--- config.mk ---
export PLATFORM = sky130hd
export DESIGN_NAME = mux_scan_ctrl
export DESIGN_NICKNAME = d
export VERILOG_FILES = /design/src/rtl/mux_scan_ctrl.sv
export SDC_FILE = /design/constraint.sdc
export NUM_CORES = 1
export LEC_CHECK = 0
export CAP_MARGIN = 40
export CELL_PAD_IN_SITES_DETAIL_PLACEMENT = 1
export CELL_PAD_IN_SITES_GLOBAL_PLACEMENT = 1
export CORE_MARGIN = 2
export CORE_UTILIZATION = 40
export CTS_CLUSTER_SIZE = 25
export DETAILED_ROUTE_END_ITERATION = 8
export PLACE_DENSITY = 0.91
export RECOVER_POWER = 25
export SETUP_SLACK_MARGIN = 0.05
export SLEW_MARGIN = 20
export SYNTH_ARGS = -nofsm -noshare
export SYNTH_HDL_FRONTEND = slang
export SYNTH_SLANG_ARGS = --single-unit
--- constraint.sdc ---
create_clock -name clk -period 3.4 [get_ports clk]
set_clock_uncertainty 0.05 [all_clocks]
set_input_delay 1.02 -clock clk [delete_from_list [all_inputs] [get_ports clk]]
set_output_delay 1.02 -clock clk [all_outputs]
set_load 0.01 [all_outputs]
--- src/rtl/mux_scan_ctrl.sv ---
// Scan controller for a 4:1 mux: walks enabled channels, samples z after a settle time
// and hands a 4-bit snapshot downstream. Define MUX_SCAN_AUTO_EN for continuous rescans.
module mux_scan_ctrl #(
    parameter int SETTLE_CYCLES = 2,
    parameter int CNT_W         = 4
) (
    input  logic       clk,
    input  logic       rst,
    input  logic       start,
    input  logic [3:0] chan_en,
    input  logic       z,
    output logic [1:0] sel,
    output logic       busy,
    output logic [3:0] dout,
    output logic       dout_valid,
    input  logic       dout_ready
);

    typedef enum logic [1:0] {
        IDLE = 2'd0,
        SCAN = 2'd1,
        DONE = 2'd2
    } state_t;

    localparam logic [CNT_W-1:0] LAST_CNT = CNT_W'(SETTLE_CYCLES - 1);

    state_t           state;
    logic [CNT_W-1:0] counter;
    logic [3:0]       mask;
    logic             next_found;
    logic [1:0]       next_sel;

    function automatic logic [1:0] lowest_chan(input logic [3:0] m);
        lowest_chan = 2'd0;
        for (int k = 3; k >= 0; k--) begin
            if (m[k]) lowest_chan = 2'(k);
        end
    endfunction

    // Next enabled channel strictly above the one currently driven; disabled ones cost nothing.
    always_comb begin
        // NOTE: defaults first so every path assigns both signals and no latch is inferred.
        next_found = 1'b0;
        next_sel   = sel;
        for (int k = 3; k >= 0; k--) begin
            if (mask[k] && (k > int'(sel))) begin
                next_found = 1'b1;
                next_sel   = 2'(k);
            end
        end
    end

    // NOTE: all state uses non-blocking assignments so every register sees pre-edge values.
    always_ff @(posedge clk) begin
        if (rst) begin
            state      <= IDLE;
            sel        <= 2'b00;
            busy       <= 1'b0;
            dout       <= 4'h0;
            dout_valid <= 1'b0;
            counter    <= '0;
            mask       <= 4'h0;
        end else begin
            case (state)
                IDLE: begin
                    if (start) begin
                        mask    <= chan_en;
                        dout    <= 4'h0;
                        counter <= '0;
                        busy    <= 1'b1;
                        if (chan_en != 4'h0) begin
                            state <= SCAN;
                            sel   <= lowest_chan(chan_en);
                        end else begin
                            state      <= DONE;
                            dout_valid <= 1'b1;
                        end
                    end
                end

                SCAN: begin
                    if (counter == LAST_CNT) begin
                        dout[sel] <= z;
                        counter   <= '0;
                        if (next_found) begin
                            sel <= next_sel;
                        end else begin
                            state      <= DONE;
                            dout_valid <= 1'b1;
                        end
                    end else begin
                        counter <= counter + 1'b1;
                    end
                end

                DONE: begin
                    if (dout_ready) begin
`ifdef MUX_SCAN_AUTO_EN
                        // Rescan immediately with a freshly latched mask; an empty one re-presents zero.
                        mask    <= chan_en;
                        dout    <= 4'h0;
                        counter <= '0;
                        if (chan_en != 4'h0) begin
                            state      <= SCAN;
                            sel        <= lowest_chan(chan_en);
                            dout_valid <= 1'b0;
                        end
`else
                        state      <= IDLE;
                        sel        <= 2'b00;
                        busy       <= 1'b0;
                        dout_valid <= 1'b0;
`endif
                    end
                end

                default: begin
                    state      <= IDLE;
                    sel        <= 2'b00;
                    busy       <= 1'b0;
                    dout_valid <= 1'b0;
                    counter    <= '0;
                end
            endcase
        end
    end

endmodule

# Word level (Yosys, flattened, before mapping)

Cells that the tools add are included.

Bits of input ports: 9
Logic and storage cells: 77
Flip-flop bits (word level): 18

Order comparisons: 5
Bitwise gates (word level): 2
Muxes and demuxes: 37
Equal/unequal tests: 11
Reductions and logical operators: 14
$add $sub $neg: 1

Operators with widths:

| cell                | number |
|---|---|
| $mux 2              | 16 |
| $ne 2x2->1 const B  | 7 |
| $mux 4              | 3 |
| $pmux 2 s3          | 2 |
| $pmux 4 s3          | 1 |
| $mux 1              | 10 |
| $pmux 4 s2          | 1 |
| $pmux 1 s3          | 2 |
| $reduce_and 3->1    | 2 |
| $reduce_and 6->1    | 1 |
| $reduce_and 5->1    | 1 |
| $add 4x1->4 const B | 1 |
| $bwmux 4            | 1 |
| $eq 4x1->1 const B  | 1 |
| $gt 2x2->1 const A  | 2 |
| $logic_and 1x1->1   | 4 |
| $ne 4x4->1 const B  | 1 |
| $reduce_and 2->1    | 2 |
| $reduce_and 4->1    | 1 |
| $reduce_bool 4->1   | 1 |
| $lt 2x3->1 const B  | 1 |
| $demux 1 s2         | 1 |
| $eq 2x1->1 const B  | 1 |
| $eq 2x2->1 const B  | 1 |
| 5 further kinds     | 6 |

# Logic depth before layout (Yosys ltp)

Depth in word-level cells: 8
Gate-level depth with buffers: 6
Mapped depth without buffers: 6

# Worst setup path after synthesis

No wires, ideal clock.

Path type: input port to flip-flop
From: input port start
To: register sel[0]
Stages on the path: 4
Data arrival time: 1.860 ns
Library setup time: 0.095 ns
Setup slack: 1.395 ns
Path through: nand2b_1 a32o_1 a311o_1 a221oi_1

Longest elaborated chain between the ends: 2

Ends and longest elaborated chain:

| element                    | RTL line | source |
|---|---|---|
| from (decl)                | 9        | `input logic start,` |
| $ne 2x2->1 (no line)       | n/a      |  |
| $reduce_and 6->1 (no line) | n/a      |  |
| to (signal assigned)       | 73       | `sel <= lowest_chan(chan_en);` |
| to (signal assigned)       | 86       | `sel <= next_sel;` |
| to (decl)                  | 12       | `output logic [1:0] sel,` |

No other way between the ends.
A chain may end at the register's enable or synchronous reset.

# Final worst setup path

Same ends and word-level chain as after synthesis.

==> flow_metrics.env <==
export IMPL_multi_input_area_um2=524.3
export IMPL_core_mm2=0.002212
export IMPL_final_util_pct=50.85
export IMPL_leakagePower_nw=0.3877
export IMPL_die_h_um=52.18
export IMPL_relSlewSlack_pct=53.69
export IMPL_hold_violations=0
export IMPL_hold_path_depth=2
export IMPL_wl_um=2586
export IMPL_initial_core_util_pct=41.97
export IMPL_cts_max_level=1
export IMPL_yosysTopAreaCell="dfxtp_1"
export IMPL_path_class="in -> reg"
export IMPL_grt_max_degree=19
export IMPL_dieArea_mm2=0.002722
export IMPL_grt_use_total_pct=21.20
export IMPL_ys_async_sr_fraction_pct=0
export IMPL_synth_most_common_cell="dfxtp_1"
export IMPL_drive_above_1_share_pct=8.527
export IMPL_peakVddDrop_v=0.0002260
export IMPL_io_pins=17
export IMPL_fin_ws_ns=0.9580
export IMPL_fillers=280
export IMPL_hpwl_um=1990
export IMPL_ant_nets=0
export IMPL_path_depth=5
export IMPL_gp_congestion=0.8000
export IMPL_start_kind="primary input"
export IMPL_max_cap_violations=0
export IMPL_yosysTopAreaCellShare_pct=36.66
export IMPL_syn_inst=115
export IMPL_synthesis_area_um2=928.4
export IMPL_synth_distinct_cells=37
export IMPL_tightest_slew_ns=0.6932
export IMPL_vias=912
export IMPL_cts_setup_buffers=0
export IMPL_die_width_um=52.18
export IMPL_yosys_top_cells_area="dfxtp_1 (37%), a21oi_1 (5.9%), inv_1 (4.0%)"
export IMPL_root_buffer="clkbuf_4"
export IMPL_cts_hold_buf=0
export IMPL_routedWlPerCell_um=16.47
export IMPL_drc=0
export IMPL_cpMaxStageDelayCell="dlygate4sd3_1"
export IMPL_cpPeakStageDelay_ns=0.59
export IMPL_finalNetCount=141
export IMPL_grt_first_pass_wirelength_um=4167
export IMPL_area_growth_pct=21.16
export IMPL_grt_pass1_vias=892
export IMPL_min_path_type="reg -> reg"
export IMPL_synth_top_cells_by_count="dfxtp_1 (17), a21oi_1 (11), inv_1 (10), nor2_1 (9)"
export IMPL_path_buf_inv=1
export IMPL_cp_cell_sequence="dlygate4sd3_1 > nand2b_1 > a32o_1 > a311o_1 > a221oi_1"
export IMPL_rows=17
export IMPL_synth_seq_cells=17
export IMPL_syn_nets=126
export IMPL_synth_edff_count=0
export IMPL_path_max_fanout=4
export IMPL_dp_slack_ns=0.6858
export IMPL_vias_per_cell=5.809
export IMPL_postSynthAreaPerCell_um2=8.073
export IMPL_tns_ns=0
export IMPL_cts_buffers=3
export IMPL_drt_pass1_iterations=4
export IMPL_reg2reg_depth=3
export IMPL_io_buffers=16
export IMPL_required_ns=3.56
export IMPL_yosysWarnings=0
export IMPL_overflow=0
export IMPL_clk_latency_ns=0.30
export IMPL_powerDensity_mw_per_mm2=434.2
export IMPL_cts_tree="done"
export IMPL_cts_max_path_buffers=2
export IMPL_path_delay_family="compound AO/OA/AOI/OAI gates"
export IMPL_ff_latch_area_um2=340.3
export IMPL_cts_clk_slew_worst_paths_ns=0.10
export IMPL_post_cts_resized=0
export IMPL_rsz0062_at_grt="no"
export IMPL_seq_area_frac_synth_pct=36.66
export IMPL_drt_iter0_markers=19
export IMPL_synth_ff_type="dfxtp_1"
export IMPL_worstPathArrival_ns=2.60
export IMPL_setup_violations=0
export IMPL_max_freq_mhz=409.5
export IMPL_period_needed_ns=2.442
export IMPL_antennaDiodeCount=0
export IMPL_fin_crit_sh_pct=71.82
export IMPL_maxSlewViolCount=0
export IMPL_cts_sinks=17
export IMPL_endpoint_kind="flop"
export IMPL_antenna_found_initial=0
export IMPL_outcome="completed"
## cell families after synthesis
group	synth area share [%]
simple gates	27.36
compound gates	25.47
flops	36.66
buf+inv	6.739
fa+ha+maj	2.695
mux	1.078
## routing by layer
metal	GRT usage (%)	up-vias	wire length, µm
li1	-	444	-
met1	26.55	442	1142
met2	35.86	20	1280
met3	4.286	6	110
met4	7.692	0	53
met5	0	-	0
## cell usage in the layout, fill, tap and decap left out, types with 2 or more instances in the layout
master           count
nor3_1               7
ha_1                 2
a32o_1               2
a221oi_1             2
nor2_1               9
clkdlybuf4s50_1     14
a21oi_1             11
o32ai_1              4
nor2b_1              4
dlygate4sd3_1        2
inv_1               10
o21ai_0              7
dfxtp_1             17
nand2b_1             3
clkbuf_4             3
o21bai_1             2
nand2_1              7
nand3_1              2
## tightest hold or removal path, delay by kind of cell, from the launching register on
kind / cells / cell delay [ns]
compound gates: 1 / 0.07
buf+inv: 1 / 0.05
flops: 1 / 0.32
## worst paths after layout
path | startpoint | end | slack, ns
setup / recovery | start | sel[0] | 0.96
hold / removal | dout[0] | dout[0] | 0.43
setup reg to reg | state[0] | state[0] | 1.48
hold reg to reg | dout[0] | dout[0] | 0.43
## stage by stage
step | total power [mW] | hold WS [ns] | area (µm²) | cells
after global placement | 0.3686 | 0.4044 | 1099 | 153
after global routing | 0.5178 | 0.4497 | 1125 | 157
final | 0.4884 | 0.4307 | 1125 | 157
after CTS | 0.4921 | 0.4389 | 1126 | 157
after detailed placement | 0.3791 | 0.4226 | 1099 | 153
after floorplan | 0.3256 | 0.4067 | 928.4 | 115
## layout make-up
type	count	share of cell area, %
Inverter	10	3.337
Clock buffer	3	2.002
Tap cell	28	3.115
Clock inverter	1	0.4449
Sequential cell	17	30.26
Timing Repair Buffer	16	14.24
Multi-Input combinational cell	82	46.61
## report_power, final
group          total [mW]  leakage (nW)  switching (mW)  internal (mW)
clock network       0.115        0.0177          0.0708         0.0439
logic               0.135         0.231          0.0729         0.0620
registers           0.239         0.139          0.0248          0.214
total               0.488         0.388           0.168          0.320
## registers in the layout, summed over array words and instances, names as in the netlist
| signal | flops |
|---|---|
| dout | 4 |
| mask | 3 |
| dout_valid | 1 |
| busy | 1 |
| sel | 2 |
| counter | 4 |
| state | 2 |
Note: power is estimated with default switching activity, not from simulation.
